==> src/rtl/bcd_time_loader_pkg.sv <==
// Shared constants and types for the operator-side BCD duration loader.
// Digit width, default limits, target-select encoding and FSM states.
package bcd_time_loader_pkg;

    localparam int BCD_W       = 4;
    localparam int NUM_DIGITS  = 3;
    localparam int OUT_W_DEF   = 7;
    localparam int BIN_W_DEF   = 8;
    localparam int MIN_VAL_DEF = 5;
    localparam int MAX_VAL_DEF = 120;

    localparam logic SEL_DATA0 = 1'b0;
    localparam logic SEL_DATA1 = 1'b1;

    typedef enum logic [2:0] {
        ST_IDLE   = 3'd0,
        ST_D1     = 3'd1,
        ST_D2     = 3'd2,
        ST_CONV   = 3'd3,
        ST_CHECK  = 3'd4,
        ST_RESULT = 3'd5
    } state_e;

    function automatic logic bcd_digit_bad(input logic [BCD_W-1:0] d);
        return (d > 4'd9);
    endfunction

endpackage

==> src/rtl/bcd_time_loader_if.sv <==
// Digit-entry and result handshake bundle of the BCD time loader.
// master = operator/consumer side, slave = loader.
interface bcd_time_loader_if #(parameter int OUT_W = 7);

    logic             abort;
    logic [3:0]       digit;
    logic             digit_sel;
    logic             digit_valid;
    logic             digit_ready;
    logic [OUT_W-1:0] out_value;
    logic             out_sel;
    logic             out_valid;
    logic             out_ready;
    logic             err_digit;
    logic             err_range;
    logic             busy;

    modport master (
        output abort, digit, digit_sel, digit_valid, out_ready,
        input  digit_ready, out_value, out_sel, out_valid, err_digit, err_range, busy
    );

    modport slave (
        input  abort, digit, digit_sel, digit_valid, out_ready,
        output digit_ready, out_value, out_sel, out_valid, err_digit, err_range, busy
    );

endinterface

==> src/rtl/bcd_time_loader_nibble_adj.sv <==
// Reverse double-dabble correction for one BCD nibble after a right shift.
module bcd_nibble_adj
    import bcd_time_loader_pkg::*;
(
    input  logic [BCD_W-1:0] nib_i,
    output logic [BCD_W-1:0] nib_o
);

    // Subtract 3 from any nibble that received a shifted-in 10's weight.
    always_comb begin
        if (nib_i >= 4'd8) begin
            nib_o = nib_i - 4'd3;
        end else begin
            nib_o = nib_i;
        end
    end

endmodule

==> src/rtl/bcd_time_loader.sv <==
// Serial 3-digit BCD to binary loader: digit entry FSM, 1-bit/cycle reverse
// double-dabble, range check and a valid/ready result port with target select.
module bcd_time_loader
    import bcd_time_loader_pkg::*;
#(
    parameter int OUT_W   = OUT_W_DEF,
    parameter int BIN_W   = BIN_W_DEF,
    parameter int MIN_VAL = MIN_VAL_DEF,
    parameter int MAX_VAL = MAX_VAL_DEF
) (
    input  logic             clk,
    input  logic             reset,
    bcd_time_loader_if.slave bus
);

    localparam int BCD_TOT = NUM_DIGITS * BCD_W;
    localparam int SR_W    = BCD_TOT + BIN_W;
    localparam int CNT_W   = $clog2(BIN_W);
    localparam logic [BIN_W-1:0] MIN_B    = BIN_W'(MIN_VAL);
    localparam logic [BIN_W-1:0] MAX_B    = BIN_W'(MAX_VAL);
    localparam logic [CNT_W-1:0] CNT_LAST = CNT_W'(BIN_W - 1);

    state_e             state_q, state_d;
    logic [CNT_W-1:0]   cnt_q, cnt_d;
    logic [SR_W-1:0]    sr_q, sr_d;
    logic [BCD_W-1:0]   digit_q, digit_d;
    logic               load_pend_q, load_pend_d;
    logic               sel_q, sel_d;
    logic [OUT_W-1:0]   out_value_q, out_value_d;
    logic               out_sel_q, out_sel_d;
    logic               out_valid_q, out_valid_d;
    logic               err_digit_q, err_digit_d;
    logic               err_range_q, err_range_d;
    logic               digit_ready_q, digit_ready_d;
    logic               busy_q, busy_d;

    logic               transfer_s;
    logic               bad_s;
    logic [SR_W-1:0]    shifted_s;
    logic [BCD_TOT-1:0] adj_s;
    logic [SR_W-1:0]    conv_s;
    logic [SR_W-1:0]    load_s;
    logic [BIN_W-1:0]   bin_s;
    logic               in_range_s;

    assign transfer_s = bus.digit_valid & digit_ready_q;
    assign bad_s      = bcd_digit_bad(bus.digit);

    assign shifted_s = sr_q >> 1;
    for (genvar g = 0; g < NUM_DIGITS; g++) begin : g_adj
        bcd_nibble_adj u_adj (
            .nib_i (shifted_s[BIN_W + g*BCD_W +: BCD_W]),
            .nib_o (adj_s[g*BCD_W +: BCD_W])
        );
    end
    assign conv_s = {adj_s, shifted_s[BIN_W-1:0]};

    // Accepted digits reach the BCD register one cycle later, units last.
    assign load_s = {sr_q[SR_W-BCD_W-1:BIN_W], digit_q, {BIN_W{1'b0}}};

    // Any BCD residue after all shifts means the value did not fit in BIN_W bits.
    assign bin_s      = sr_q[BIN_W-1:0];
    assign in_range_s = (sr_q[SR_W-1:BIN_W] == {BCD_TOT{1'b0}}) &&
                        (bin_s >= MIN_B) && (bin_s <= MAX_B);

    // Shift register datapath: pending digit load has priority over a conversion step.
    always_comb begin
        if (load_pend_q) begin
            sr_d = load_s;
        end else if (state_q == ST_CONV) begin
            sr_d = conv_s;
        end else begin
            sr_d = sr_q;
        end
    end

    // Next-state and output-register logic of the entry/convert/result FSM.
    always_comb begin
        state_d     = state_q;
        cnt_d       = cnt_q;
        digit_d     = digit_q;
        load_pend_d = 1'b0;
        sel_d       = sel_q;
        out_value_d = out_value_q;
        out_sel_d   = out_sel_q;
        out_valid_d = out_valid_q;
        err_digit_d = 1'b0;
        err_range_d = 1'b0;

        if (bus.abort) begin
            state_d     = ST_IDLE;
            out_valid_d = 1'b0;
        end else begin
            case (state_q)
                ST_IDLE, ST_D1, ST_D2: begin
                    if (transfer_s && bad_s) begin
                        err_digit_d = 1'b1;
                        state_d     = ST_IDLE;
                    end else if (transfer_s) begin
                        digit_d     = bus.digit;
                        load_pend_d = 1'b1;
                        case (state_q)
                            ST_IDLE: begin
                                sel_d   = bus.digit_sel;
                                state_d = ST_D1;
                            end
                            ST_D1: begin
                                state_d = ST_D2;
                            end
                            default: begin
                                cnt_d   = CNT_LAST;
                                state_d = ST_CONV;
                            end
                        endcase
                    end else begin
                        state_d = state_q;
                    end
                end
                ST_CONV: begin
                    if (load_pend_q) begin
                        cnt_d = cnt_q;
                    end else if (cnt_q == {CNT_W{1'b0}}) begin
                        state_d = ST_CHECK;
                    end else begin
                        cnt_d = cnt_q - {{(CNT_W-1){1'b0}}, 1'b1};
                    end
                end
                ST_CHECK: begin
                    if (in_range_s) begin
                        out_value_d = bin_s[OUT_W-1:0];
                        out_sel_d   = sel_q;
                        out_valid_d = 1'b1;
                        state_d     = ST_RESULT;
                    end else begin
                        err_range_d = 1'b1;
                        state_d     = ST_IDLE;
                    end
                end
                ST_RESULT: begin
                    if (bus.out_ready) begin
                        out_valid_d = 1'b0;
                        state_d     = ST_IDLE;
                    end else begin
                        out_valid_d = 1'b1;
                    end
                end
                default: begin
                    out_valid_d = 1'b0;
                    state_d     = ST_IDLE;
                end
            endcase
        end

        // A rejected digit costs one dead cycle so error pulses cannot run back to back.
        digit_ready_d = ((state_d == ST_IDLE) || (state_d == ST_D1) || (state_d == ST_D2))
                        && !err_digit_d;
        busy_d        = (state_d != ST_IDLE);
    end

    // State and output registers.
    always_ff @(posedge clk or posedge reset) begin
        if (reset) begin
            state_q       <= ST_IDLE;
            cnt_q         <= {CNT_W{1'b0}};
            sr_q          <= {SR_W{1'b0}};
            digit_q       <= {BCD_W{1'b0}};
            load_pend_q   <= 1'b0;
            sel_q         <= SEL_DATA0;
            out_value_q   <= {OUT_W{1'b0}};
            out_sel_q     <= SEL_DATA0;
            out_valid_q   <= 1'b0;
            err_digit_q   <= 1'b0;
            err_range_q   <= 1'b0;
            digit_ready_q <= 1'b1;
            busy_q        <= 1'b0;
        end else begin
            state_q       <= state_d;
            cnt_q         <= cnt_d;
            sr_q          <= sr_d;
            digit_q       <= digit_d;
            load_pend_q   <= load_pend_d;
            sel_q         <= sel_d;
            out_value_q   <= out_value_d;
            out_sel_q     <= out_sel_d;
            out_valid_q   <= out_valid_d;
            err_digit_q   <= err_digit_d;
            err_range_q   <= err_range_d;
            digit_ready_q <= digit_ready_d;
            busy_q        <= busy_d;
        end
    end

    assign bus.digit_ready = digit_ready_q;
    assign bus.out_value   = out_value_q;
    assign bus.out_sel     = out_sel_q;
    assign bus.out_valid   = out_valid_q;
    assign bus.err_digit   = err_digit_q;
    assign bus.err_range   = err_range_q;
    assign bus.busy        = busy_q;

endmodule

==> src/flat_wrapper.sv <==
// flat-port wrapper written by rule: the top's interface ports become plain ports
module bcd_time_loader_flat import bcd_time_loader_pkg::*;
#(
    parameter int OUT_W   = OUT_W_DEF,
    parameter int BIN_W   = BIN_W_DEF,
    parameter int MIN_VAL = MIN_VAL_DEF,
    parameter int MAX_VAL = MAX_VAL_DEF
)
  (clk, reset, bus_abort, bus_digit, bus_digit_sel, bus_digit_valid, bus_out_ready, bus_digit_ready, bus_out_value, bus_out_sel, bus_out_valid, bus_err_digit, bus_err_range, bus_busy);
  bcd_time_loader_if #(.OUT_W(OUT_W)) bus_i ();
  input  logic clk;
  input  logic reset;
  input wire logic [$bits(bus_i.abort)-1:0] bus_abort;
  input wire logic [$bits(bus_i.digit)-1:0] bus_digit;
  input wire logic [$bits(bus_i.digit_sel)-1:0] bus_digit_sel;
  input wire logic [$bits(bus_i.digit_valid)-1:0] bus_digit_valid;
  input wire logic [$bits(bus_i.out_ready)-1:0] bus_out_ready;
  output wire logic [$bits(bus_i.digit_ready)-1:0] bus_digit_ready;
  output wire logic [$bits(bus_i.out_value)-1:0] bus_out_value;
  output wire logic [$bits(bus_i.out_sel)-1:0] bus_out_sel;
  output wire logic [$bits(bus_i.out_valid)-1:0] bus_out_valid;
  output wire logic [$bits(bus_i.err_digit)-1:0] bus_err_digit;
  output wire logic [$bits(bus_i.err_range)-1:0] bus_err_range;
  output wire logic [$bits(bus_i.busy)-1:0] bus_busy;
  assign bus_i.abort = bus_abort;
  assign bus_i.digit = bus_digit;
  assign bus_i.digit_sel = bus_digit_sel;
  assign bus_i.digit_valid = bus_digit_valid;
  assign bus_i.out_ready = bus_out_ready;
  assign bus_digit_ready = bus_i.digit_ready;
  assign bus_out_value = bus_i.out_value;
  assign bus_out_sel = bus_i.out_sel;
  assign bus_out_valid = bus_i.out_valid;
  assign bus_err_digit = bus_i.err_digit;
  assign bus_err_range = bus_i.err_range;
  assign bus_busy = bus_i.busy;
  bcd_time_loader #(.OUT_W(OUT_W), .BIN_W(BIN_W), .MIN_VAL(MIN_VAL), .MAX_VAL(MAX_VAL)) u_core (.clk(clk), .reset(reset), .bus(bus_i));
endmodule
==> config.mk <==
export PLATFORM = sky130hd
export DESIGN_NAME = bcd_time_loader_flat
export DESIGN_NICKNAME = d
export VERILOG_FILES = /design/src/rtl/bcd_time_loader_pkg.sv /design/src/rtl/bcd_time_loader_if.sv /design/src/rtl/bcd_time_loader_nibble_adj.sv /design/src/rtl/bcd_time_loader.sv /design/src/flat_wrapper.sv
export SDC_FILE = /design/constraint.sdc
export NUM_CORES = 1
export LEC_CHECK = 0
export ABC_AREA = 1
export CAP_MARGIN = 20
export CORE_MARGIN = 4
export CORE_UTILIZATION = 48
export CTS_CLUSTER_SIZE = 25
export DETAILED_ROUTE_END_ITERATION = 8
export PLACE_DENSITY = 0.78
export SETUP_SLACK_MARGIN = 0.02
export SLEW_MARGIN = 0
export SYNTH_ARGS = -nofsm -noshare
export SYNTH_HDL_FRONTEND = slang
export SYNTH_SLANG_ARGS = --single-unit
==> constraint.sdc <==
create_clock -name clk -period 4.4 [get_ports clk]
set_input_delay 1.32 -clock clk [delete_from_list [all_inputs] [get_ports clk]]
set_output_delay 1.32 -clock clk [all_outputs]
set_load 0.01 [all_outputs]
Yosys cells after proc, flatten, opt, wreduce, memory -nomap -nowiden
Cells that the tools add are included.
Storage, ports and cells
  bits in registers: 45
  output and inout port bits: 13
  word-level logic and storage cells: 96
Operators by class
  $add $sub $neg: 4
  $lt $le $gt $ge: 6
  equal/unequal tests: 14
  muxes and demuxes: 34
  bitwise operators: 3
  reduce and logical (&&, ||, !) cells: 22
Operator list (count)
  20-bit two-way mux: 2
  3-bit two-way mux: 12
  1-bit two-way mux: 13
  12-bit logical NOT: 1
  4-bit two-way mux: 3
  3-bit one-hot mux with 4 select lines: 1
  3-bit by 2-bit equality test with 1-bit output, second input constant: 3
  3-bit logical NOT: 3
  4-bit greater-or-equal comparator, second input constant: 2
  8-bit by 3-bit greater-or-equal comparator with 1-bit output, second input constant: 1
  8-bit by 7-bit less-or-equal comparator with 1-bit output, second input constant: 1
  2-bit != test, second input constant: 4
  4-bit by 2-bit subtractor with 4-bit output, second input constant: 2
  7-bit AND reduction: 1
  3-bit by 1-bit equality test with 1-bit output, second input constant: 2
  3-bit equality test, second input constant: 2
  3-bit one-hot mux with 2 select lines: 1
  5-bit AND reduction: 1
  3-bit by 4-bit greater-or-equal comparator with 1-bit output, second input constant: 1
  4-bit greater-than comparator, second input constant: 1
  1-bit logical AND: 4
  2-bit by 1-bit != test with 1-bit output, second input constant: 2
  2-bit one-hot mux with 2 select lines: 1
  4-bit AND reduction: 1
  15 further kinds: 18

Logic depth before layout (Yosys ltp)
Gate-level depths: netlist of the first run.
  depth in word-level cells: 10
  gate-level depth with buffers: 12
  mapped depth without buffers: 12

Hierarchy
From an unflattened synthesis of the first run, not the netlist that was laid out.
Second synthesis, totals
  cell total of the unflattened synthesis: 311
  area total of the unflattened synthesis: 2449.8 um^2
Modules (own cells, without submodules)
  bcd_time_loader: times used 1, cells an instance 263, area an instance 2183.3 um^2, seq. area each 1127.3 um^2
  bcd_nibble_adj: times used 3, cells an instance 16, area an instance 88.8 um^2, seq. area each 0.0 um^2

Worst setup path after synthesis of the first run
OpenSTA, ideal clock, no wires.
  kind: input port to flip-flop
  start: input bus_digit[2]
  end: register u_core.busy_q, in the netlist u_core.bus.busy
  setup time: 127 ps
  data arrival time: 1991 ps
  data required time: 4273 ps
  path slack: 2282 ps
  stages on the path: 5
  buffers on the path: 0
  path through: o21ai_0 or2_2 nand3_1 a21oi_2 nand3b_1
On the way
  cells in the longest elaborated chain, start to end: 6
RTL lines
  from (decl): line flat_wrapper.sv:14  | input wire logic [$bits(bus_i.digit)-1:0] bus_digit;
  4-bit greater-than comparator: line bcd_time_loader_pkg.sv:25  | return (d > 4'd9);
  1-bit logical AND: line bcd_time_loader.sv:96  | if (transfer_s && bad_s) begin
  3-bit two-way mux: line bcd_time_loader.sv:96
  3-bit one-hot mux with 4 select lines: line bcd_time_loader.sv:94  | case (state_q)
  3-bit two-way mux: line bcd_time_loader.sv:90  | if (bus.abort) begin
  net u_core.state_d[1]: line bcd_time_loader.sv:23  | state_e state_q, state_d;
  3-bit nonzero test: line bcd_time_loader.sv:157  | busy_d = (state_d != ST_IDLE);
  net u_core.busy_d: line bcd_time_loader.sv:35  | logic busy_q, busy_d;
  to (signal assigned): line bcd_time_loader.sv:189  | busy_q <= busy_d;
  to (decl): line bcd_time_loader.sv:35
The timed path passes the listed nets, and every way through them passes these cells.
A chain may end at the register's enable or synchronous reset.

Final worst setup path of the first run
  start: register u_core.digit_ready_q, in the netlist u_core.bus.digit_ready
  end: output bus_digit_ready
RTL lines
  from (decl): line bcd_time_loader.sv:34  | logic digit_ready_q, digit_ready_d;
  from (signal assigned): line bcd_time_loader.sv:188  | digit_ready_q <= digit_ready_d;
  to (decl): line flat_wrapper.sv:18  | output wire logic [$bits(bus_i.digit_ready)-1:0] bus_digit_ready;
No word-level cell between the ends.

==> results.sh, run 1 <==
export IMPL_comb_power_share=0.243
export IMPL_first_pass_iters=4
export IMPL_die_width_um=78.7
export IMPL_via_per_inst=5.13
export IMPL_grt_overflow_total=0
export IMPL_p_sw_frac=0.317
export IMPL_internal_power_uw=772
export IMPL_cts_buffers_inserted=5
export IMPL_global_route_usage_met3=0.0356
export IMPL_clockBufferDepth=2
export IMPL_grt_antenna_before_repair=0
export IMPL_whs_ns=0.485
export IMPL_clkPwrFrac=0.288
export IMPL_die_h_um=78.7
export IMPL_drive_gt1_frac=0.159
export IMPL_p_seq_frac=0.470
export IMPL_core_area_um2=4790
export IMPL_cts_hold_buffers=0
export IMPL_yosys_area_top_type_share=0.460
export IMPL_start_kind="flop"
export IMPL_drt_initial_drc_count=115
export IMPL_crit_buf_inv=1
export IMPL_cp_slowest_cell="dfstp_2"
export IMPL_initial_core_util=0.501
export IMPL_hp_class="reg -> reg"
export IMPL_skew_ns=0.0131
export IMPL_via_count=1833
export IMPL_cts_root_buf="clkbuf_8"
export IMPL_grt_pass1_vias=1787
export IMPL_period_share=0.610
export IMPL_synth_area_leader_cell="dfrtp_1"
export IMPL_place_gp_congestion=0.879
export IMPL_wl_per_cell_um=12.7
export IMPL_drc=0
export IMPL_max_vdd_ir_drop_v=0.000234
export IMPL_power_switching_uw=358
export IMPL_ant_nets=0
export IMPL_rr_worst_depth=8
export IMPL_syn_inst=264
export IMPL_syn_avg_cell_area_um2=9.08
export IMPL_grt_use_met2=0.270
export IMPL_drt_total_wl_mm=4.52
export IMPL_setup_tns_ns=0
export IMPL_drv_cap=0
export IMPL_status="finished clean"
export IMPL_clock_sinks=45
export IMPL_area_growth_pct=16.2
export IMPL_dpl_hpwl_mm=3.35
export IMPL_ys_warn_count=0
export IMPL_end_kind="output pin"
export IMPL_final_design_area_no_fill_um2=2790
export IMPL_postCtsResizedCells=0
export IMPL_synth_area_leaders="dfrtp_1 46%, nand2_1 8.0%, inv_1 5.8%, nor2_1 4.4%, o22ai_2 3.7%"
export IMPL_powerDensity_nw_per_um2=406
export IMPL_cp_slowest_stage_delay_ns=0.54
export IMPL_crit_required_ns=3.08
export IMPL_finalHoldViolCount=0
export IMPL_worstPathArrival_ns=1.37
export IMPL_slew_headroom=0.539
export IMPL_grt_met1_usage=0.211
export IMPL_fin_crit_ns=2.69
export IMPL_max_freq_ghz=0.372
export IMPL_clock_latency_ns=0.31
export IMPL_hold_depth=2
export IMPL_final_max_slew_viol_count=0
export IMPL_total_power_uw=1130
export IMPL_nets=305
export IMPL_clkTransAtPathRegs_ns=0.09
export IMPL_setup_violations=0
export IMPL_critPathTopFamily="flip-flops"
export IMPL_leakagePower_uw=0.00131
export IMPL_worstPathCellList="clkdlybuf4s50_1"
export IMPL_cts_htree_levels=2
export IMPL_diodes=0
export IMPL_die_area_um2=6190
export IMPL_grtUsageTotal=0.164
export IMPL_place_area_um2=2670
export IMPL_io_buffers=22
export IMPL_cp_max_fo=2
export IMPL_crit_type="reg -> out"
export IMPL_tightest_slew_ns=0.688
export IMPL_rsz0062_at_grt="false"
export IMPL_netlist_area_um2=2400
export IMPL_grt_pass1_wl_mm=8.07
export IMPL_num_io_pins=23
export IMPL_busiest_layer="met2"
export IMPL_ys_types=41
export IMPL_cp_num_cells=1
export IMPL_row_count=25
export IMPL_grt_max_degree=28
export IMPL_ys_seq_elements=45
export IMPL_syn_num_nets=280
export IMPL_post_cts_setup_buffer_count=0
export IMPL_tritoncts="yes"
export IMPL_ys_seq_area_frac=0.470
## Yosys cell counts
cell type  number
buf_4           1
o21ai_2         9
ha_1            6
nand3_2         1
dfrtp_1        44
nand3b_1        1
inv_2           5
a21oi_2         1
nand3_1        13
nor2_8          2
o2bb2ai_1       1
o211ai_2        1
o221ai_2        2
buf_2           1
clkbuf_1        1
buf_6           2
nor3_4          1
a21oi_1         5
dfstp_2         1
nand4_1         2
o211ai_1        1
nor3_1          4
or2_2           1
xor2_1          2
nor2_4          1
nand2_2         2
o22ai_1         2
o21ai_1         3
o21ai_0         7
nand4_4         1
nand2_1        51
o221ai_1        6
nor2_1         28
inv_1          37
o22ai_2         7
a21o_1          2
xnor2_1         3
o31ai_1         2
inv_4           2
a31oi_1         1
nand2_4         1
## per-stage QoR
step           instances  setup slack [ns]   util
3_3_place_gp         349              1.54  0.558
4_1_cts              357              1.70  0.582
5_1_grt              357              1.64  0.582
2_1_floorplan        264              2.02      -
3_5_place_dp         349              1.51  0.558
6_report             357              1.71  0.582
## worst paths after layout
kind | from | slack, ns | end
setup reg to reg | u_core.sr_q[14] | 2.63 | u_core.bus.out_value[6]
hold / removal | u_core.bus.out_value[3] | 0.49 | u_core.bus.out_value[3]
hold reg to reg | u_core.bus.out_value[3] | 0.49 | u_core.bus.out_value[3]
min in group asynchronous | reset | 1.34 | u_core.bus.err_range
setup / recovery | u_core.bus.digit_ready | 1.71 | bus_digit_ready
max in group asynchronous | reset | 2.29 | u_core.bus.digit_ready
## power by group through the flow
stage	clock network (µW)	registers, µW	logic (µW)
final	325	531	274
after global routing	348	538	319
after global placement	0	535	264
after floorplan	0	524	217
after detailed placement	0	537	274
after CTS	333	530	276
## flip-flops by register name, indices dropped and copies added, names as in the netlist
register and cells:
u_core.digit_q 4, u_core.bus.err_digit 1, u_core.bus.digit_ready 1, u_core.load_pend_q 1, u_core.cnt_q 3, u_core.state_q 3
u_core.bus.out_valid 1, u_core.bus.busy 1, u_core.bus.out_value 7, u_core.sel_q 1, u_core.sr_q 20, u_core.bus.err_range 1
u_core.bus.out_sel 1
## kinds of logic (layout without fill, tap and decap cells)
group | after synthesis | after routing | synth area share
and+or+nand+nor | 109 | 109 | 0.221
AOI/OAI and AO/OA | 50 | 50 | 0.171
buffers and inverters | 49 | 75 | 0.0872
DFF | 45 | 45 | 0.470
xor gates and xnor gates | 5 | 5 | 0.0183
adders and majority gates | 6 | 6 | 0.0313
## layout by cell type (no fill, tap or decap), types with 5 or more instances in the layout
cell	n
nand2_1	51
dfrtp_1	44
inv_1	36
nor2_1	28
clkdlybuf4s50_1	22
nand3_1	13
o21ai_2	9
o21ai_0	7
o22ai_2	7
o221ai_1	6
ha_1	6
clkbuf_8	6
inv_2	5
a21oi_1	5
## cell type report
cell class,count,area (µm²)
clock buffer,7,86.3
clock inverter,1,30.0
fill,438,2000
inverter,44,170
multi-input combinational,170,1060
sequential,45,1130
tap,67,83.8
timing repair buffer,23,228
## per-layer routing
metal / up-vias / wire, µm / share of wire
met5: - / 0 / 0
met4: 0 / 115 / 0.025
met3: 14 / 172 / 0.038
met2: 38 / 2140 / 0.47
met1: 869 / 2090 / 0.46
li1: 912 / - / -
Note: power is estimated with default switching activity, not from simulation.
==> inputs of run 2 (changes only) <==
--- a/config.mk
+++ b/config.mk
@@ -11,7 +11,7 @@
 export CORE_UTILIZATION = 48
 export CTS_CLUSTER_SIZE = 25
 export DETAILED_ROUTE_END_ITERATION = 8
-export PLACE_DENSITY = 0.78
+export PLACE_DENSITY = 0.8
 export SETUP_SLACK_MARGIN = 0.02
 export SLEW_MARGIN = 0
 export SYNTH_ARGS = -nofsm -noshare
==> constraint.sdc (replaced) <==
create_clock -name clk -period 2.3 [get_ports clk]
set_input_delay 0.69 -clock clk [delete_from_list [all_inputs] [get_ports clk]]
set_output_delay 0.69 -clock clk [all_outputs]
set_load 0.01 [all_outputs]
==> results.sh, run 2 (synthesis gave the netlist of run 1 again) <==
export IMPL_status="finished clean"
export IMPL_slew_headroom=0.584
export IMPL_drt_initial_drc_count=96
export IMPL_grt_max_degree=31
export IMPL_core_area_um2=4790
export IMPL_drc=0
export IMPL_tritoncts="yes"
export IMPL_p_sw_frac=0.335
export IMPL_clock_sinks=45
export IMPL_ant_nets=0
export IMPL_post_cts_setup_buffer_count=0
export IMPL_drive_gt1_frac=0.155
export IMPL_nets=306
export IMPL_final_max_slew_viol_count=0
export IMPL_crit_type="reg -> out"
export IMPL_crit_buf_inv=1
export IMPL_largest_register="u_core.sr_q"
export IMPL_io_buffers=22
export IMPL_grt_overflow_total=0
export IMPL_rrSetupSlack_ns=0.54
export IMPL_layout_common_cells="51 x nand2_1, 44 x dfrtp_1, 36 x inv_1"
export IMPL_critPathTopFamily="flip-flops"
export IMPL_initial_core_util=0.501
export IMPL_setup_tns_ns=0
export IMPL_drt_total_wl_mm=4.62
export IMPL_cp_slowest_stage_delay_ns=0.54
export IMPL_die_h_um=78.7
export IMPL_via_count=1852
export IMPL_num_io_pins=23
export IMPL_setup_violations=0
export IMPL_postCtsResizedCells=0
export IMPL_rr_startpoint="u_core.sr_q[14]"
export IMPL_max_freq_ghz=0.491
export IMPL_start_kind="flop"
export IMPL_power_switching_uw=676
export IMPL_skew_ns=0.00210
export IMPL_grt_pass1_vias=1838
export IMPL_finalHoldViolCount=0
export IMPL_clockBufferDepth=2
export IMPL_fin_crit_ns=2.03
export IMPL_die_width_um=78.7
export IMPL_cts_htree_levels=2
export IMPL_worstPathCellList="clkdlybuf4s50_1"
export IMPL_largest_reg_flops=20
export IMPL_final_util=0.579
export IMPL_final_common_cell="nand2_1"
export IMPL_row_count=25
export IMPL_period_share=0.885
export IMPL_leakagePower_uw=0.00130
export IMPL_crit_required_ns=1.61
export IMPL_worst_slack_ns=0.265
export IMPL_clock_latency_ns=0.28
export IMPL_pre_cts_slack_ns=0.172
export IMPL_rr_worst_depth=8
export IMPL_diodes=0
export IMPL_critPathLaunch="u_core.bus.digit_ready"
export IMPL_tightest_slew_ns=0.620
export IMPL_powerDensity_nw_per_um2=729
export IMPL_cp_max_fo=2
export IMPL_p_seq_frac=0.503
export IMPL_cts_hold_buffers=0
export IMPL_drv_cap=0
export IMPL_crit_end="bus_digit_ready"
export IMPL_place_gp_congestion=0.887
export IMPL_end_kind="output pin"
export IMPL_grtUsageTotal=0.163
export IMPL_worstPathArrival_ns=1.34
export IMPL_clkPwrFrac=0.232
export IMPL_rsz0062_at_grt="false"
export IMPL_die_area_um2=6190
export IMPL_hp_class="reg -> reg"
export IMPL_cp_slowest_cell="dfstp_2"
export IMPL_reg2reg_to="u_core.bus.out_value[2]"
export IMPL_internal_power_uw=1340
export IMPL_comb_power_share=0.265
export IMPL_cts_buffers_inserted=5
export IMPL_dpl_hpwl_mm=3.38
export IMPL_wl_per_cell_um=12.9
export IMPL_max_vdd_ir_drop_v=0.000880
export IMPL_grt_antenna_before_repair=0
export IMPL_area_growth_pct=15.6
export IMPL_via_per_inst=5.17
export IMPL_cp_num_cells=1
export IMPL_clkTransAtPathRegs_ns=0.08
export IMPL_first_pass_iters=4
export IMPL_grt_pass1_wl_mm=8.16
export IMPL_cts_root_buf="clkbuf_8"
==> run 2: changes by cell type in the layout (fill, tap and decap cells not counted) <==
cell,previous run,this run
bufinv_16,1,0
clkbuf_8,6,5
buf_12,0,1
clkbuf_1,1,3
==> run 2: per-layer routing <==
| metal | up-vias | part of all wire | global-route usage |
|---|---|---|---|
| met5 | - | 0 | 0 |
| met4 | 0 | 0.0030 | 0.0332 |
| met3 | 2 | 0.044 | 0.0401 |
| met2 | 51 | 0.49 | 0.273 |
| met1 | 889 | 0.46 | 0.213 |
| li1 | 910 | - | - |
==> run 2: worst min path at each step <==
stage	startpoint	to	slack, ns	cells after the start
global route	u_core.cnt_q[1]	u_core.cnt_q[1]	0.50	1
detailed placement	u_core.bus.out_value[4]	u_core.bus.out_value[4]	0.47	2
CTS	u_core.bus.out_value[4]	u_core.bus.out_value[4]	0.49	2
floorplan	u_core.digit_q[2]	u_core.digit_q[2]	0.45	2
finish	u_core.bus.out_value[5]	u_core.bus.out_value[5]	0.48	2
global placement	u_core.cnt_q[1]	u_core.cnt_q[1]	0.46	1
==> run 2: through the flow <==
step	hold slack (ns)	instance area, µm²	total power [µW]	std cells
detailed placement	0.469	2690	1560	350
finish	0.485	2770	2020	358
global placement	0.461	2690	1540	350
global route	0.504	2770	2160	358
floorplan	0.449	2400	1420	264
CTS	0.489	2770	2020	358
==> run 2: power groups by stage <==
stage | Clock, µW | Combinational, µW | Sequential (µW)
3_5_place_dp | 0 | 530 | 1030
4_1_cts | 476 | 534 | 1010
5_1_grt | 517 | 614 | 1030
3_3_place_gp | 0 | 511 | 1020
2_1_floorplan | 0 | 414 | 1000
6_report | 468 | 536 | 1010
==> run 2: layout make-up <==
type                    count  area, µm²
repair buffers             24        248
inverters                  44        170
fillers                   435       2020
well taps                  67       83.8
flip-flops and latches     45       1130
multi-input cells         170       1060
clock buffers               8       80.1
==> inputs of run 3 (changes only) <==
--- a/config.mk
+++ b/config.mk
@@ -9,6 +9,7 @@
 export CAP_MARGIN = 20
 export CORE_MARGIN = 4
 export CORE_UTILIZATION = 48
+export CTS_BUF_LIST = sky130_fd_sc_hd__clkbuf_4 sky130_fd_sc_hd__clkbuf_8 sky130_fd_sc_hd__clkbuf_16
 export CTS_CLUSTER_SIZE = 25
 export DETAILED_ROUTE_END_ITERATION = 8
 export PLACE_DENSITY = 0.8
==> results.sh, run 3 (synthesis gave the netlist of run 1 again) <==
export IMPL_status="finished clean"
export IMPL_worstPathArrival_ns=1.34
export IMPL_dpl_hpwl_mm=3.38
export IMPL_largest_register="u_core.sr_q"
export IMPL_rsz0062_at_grt="false"
export IMPL_wl_met1_mm=2.09
export IMPL_wl_met3_um=200
export IMPL_rrSetupSlack_ns=0.53
export IMPL_io_buffers=22
export IMPL_drive_gt1_frac=0.165
export IMPL_slew_headroom=0.589
export IMPL_grtUsageTotal=0.163
export IMPL_postCtsResizedCells=0
export IMPL_nFillCells=432
export IMPL_grt_pass1_vias=1865
export IMPL_diodes=0
export IMPL_tightest_slew_ns=0.612
export IMPL_clkPwrFrac=0.244
export IMPL_worstPathCellList="clkdlybuf4s50_1"
export IMPL_critPathTopFamily="flip-flops"
export IMPL_cp_num_cells=1
export IMPL_period_share=0.884
export IMPL_place_gp_congestion=0.887
export IMPL_via_per_inst=5.24
export IMPL_end_kind="output pin"
export IMPL_nets=306
export IMPL_power_switching_uw=673
export IMPL_tritoncts="yes"
export IMPL_final_common_cell="nand2_1"
export IMPL_die_h_um=78.7
export IMPL_clock_latency_ns=0.28
export IMPL_crit_required_ns=1.61
export IMPL_die_area_um2=6190
export IMPL_drt_total_wl_mm=4.64
export IMPL_largest_reg_flops=20
export IMPL_final_max_slew_viol_count=0
export IMPL_internal_power_uw=1380
export IMPL_start_kind="flop"
export IMPL_hp_class="reg -> reg"
export IMPL_critPathLaunch="u_core.bus.digit_ready"
export IMPL_skew_ns=0.00411
export IMPL_wl_met2_mm=2.33
export IMPL_ant_nets=0
export IMPL_p_sw_frac=0.328
export IMPL_crit_type="reg -> out"
export IMPL_pre_cts_slack_ns=0.172
export IMPL_worst_slack_ns=0.266
export IMPL_clkTransAtPathRegs_ns=0.08
export IMPL_fin_crit_ns=2.03
export IMPL_finalHoldViolCount=0
export IMPL_rr_worst_depth=8
export IMPL_max_vdd_ir_drop_v=0.000878
export IMPL_drt_initial_drc_count=90
export IMPL_num_io_pins=23
export IMPL_clock_sinks=45
export IMPL_area_growth_pct=16.0
export IMPL_grt_overflow_total=0
export IMPL_regArea_um2=1130
export IMPL_initial_core_util=0.501
export IMPL_cts_htree_levels=2
export IMPL_row_count=25
export IMPL_wl_per_cell_um=12.9
export IMPL_cp_max_fo=2
export IMPL_maxUsedRoutingLayer="met4"
export IMPL_comb_power_share=0.262
export IMPL_grt_pass1_wl_mm=8.21
export IMPL_p_seq_frac=0.494
export IMPL_crit_buf_inv=1
export IMPL_cp_slowest_cell="dfstp_2"
export IMPL_setup_tns_ns=0
export IMPL_core_area_um2=4790
export IMPL_final_util=0.581
export IMPL_via_count=1875
export IMPL_leakagePower_uw=0.00131
export IMPL_max_freq_ghz=0.492
export IMPL_cts_root_buf="clkbuf_8"
export IMPL_drv_cap=0
export IMPL_setup_violations=0
export IMPL_post_cts_setup_buffer_count=0
export IMPL_grt_max_degree=31
export IMPL_multi_input_area_um2=1060
export IMPL_reg2reg_to="u_core.bus.out_value[2]"
export IMPL_clockBufferDepth=2
export IMPL_cts_buffers_inserted=5
export IMPL_rr_startpoint="u_core.sr_q[14]"
export IMPL_grt_antenna_before_repair=0
export IMPL_layout_common_cells="51 x nand2_1, 44 x dfrtp_1, 36 x inv_1"
export IMPL_cp_slowest_stage_delay_ns=0.53
export IMPL_crit_end="bus_digit_ready"
export IMPL_cts_hold_buffers=0
export IMPL_powerDensity_nw_per_um2=737
export IMPL_die_width_um=78.7
export IMPL_first_pass_iters=4
export IMPL_drc=0
==> run 3: power groups by stage <==
stage | clock network, µW | registers, µW | logic, µW
floorplan | 0 | 1000 | 414
global placement | 0 | 1020 | 511
detailed placement | 0 | 1030 | 530
CTS | 511 | 1010 | 534
global route | 550 | 1030 | 615
finish | 500 | 1010 | 537
==> run 3: layer usage <==
metal,up-vias,GRT usage
met2,53,0.276
met3,2,0.0401
met1,909,0.212
met5,-,0
met4,0,0.0350
li1,911,-
==> run 3: worst min-delay path by stage <==
stage,startpoint,endpoint,cells past startpoint
after floorplan,u_core.digit_q[2],u_core.digit_q[2],2
after global placement,u_core.cnt_q[1],u_core.cnt_q[1],1
after detailed placement,u_core.bus.out_value[4],u_core.bus.out_value[4],2
after CTS,u_core.bus.out_value[4],u_core.bus.out_value[4],2
after global routing,u_core.cnt_q[1],u_core.cnt_q[1],1
final,u_core.bus.out_value[5],u_core.bus.out_value[5],2
==> run 3: per-stage QoR <==
stage               cells  total power, µW  cell area [µm²]  hold slack (ns)
finish                358             2050             2780            0.484
global route          358             2200             2780            0.504
CTS                   358             2060             2780            0.489
detailed placement    350             1560             2690            0.469
global placement      350             1540             2690            0.461
floorplan             264             1420             2400            0.449
==> run 3: area by class of cell <==
| cell class | count | share of cell area |
|---|---|---|
| well taps | 67 | 0.0302 |
| repair buffers | 24 | 0.0891 |
| inverters | 44 | 0.0612 |
| flip-flops and latches | 45 | 0.405 |
| multi-input cells | 170 | 0.381 |
| clock buffers | 8 | 0.0329 |
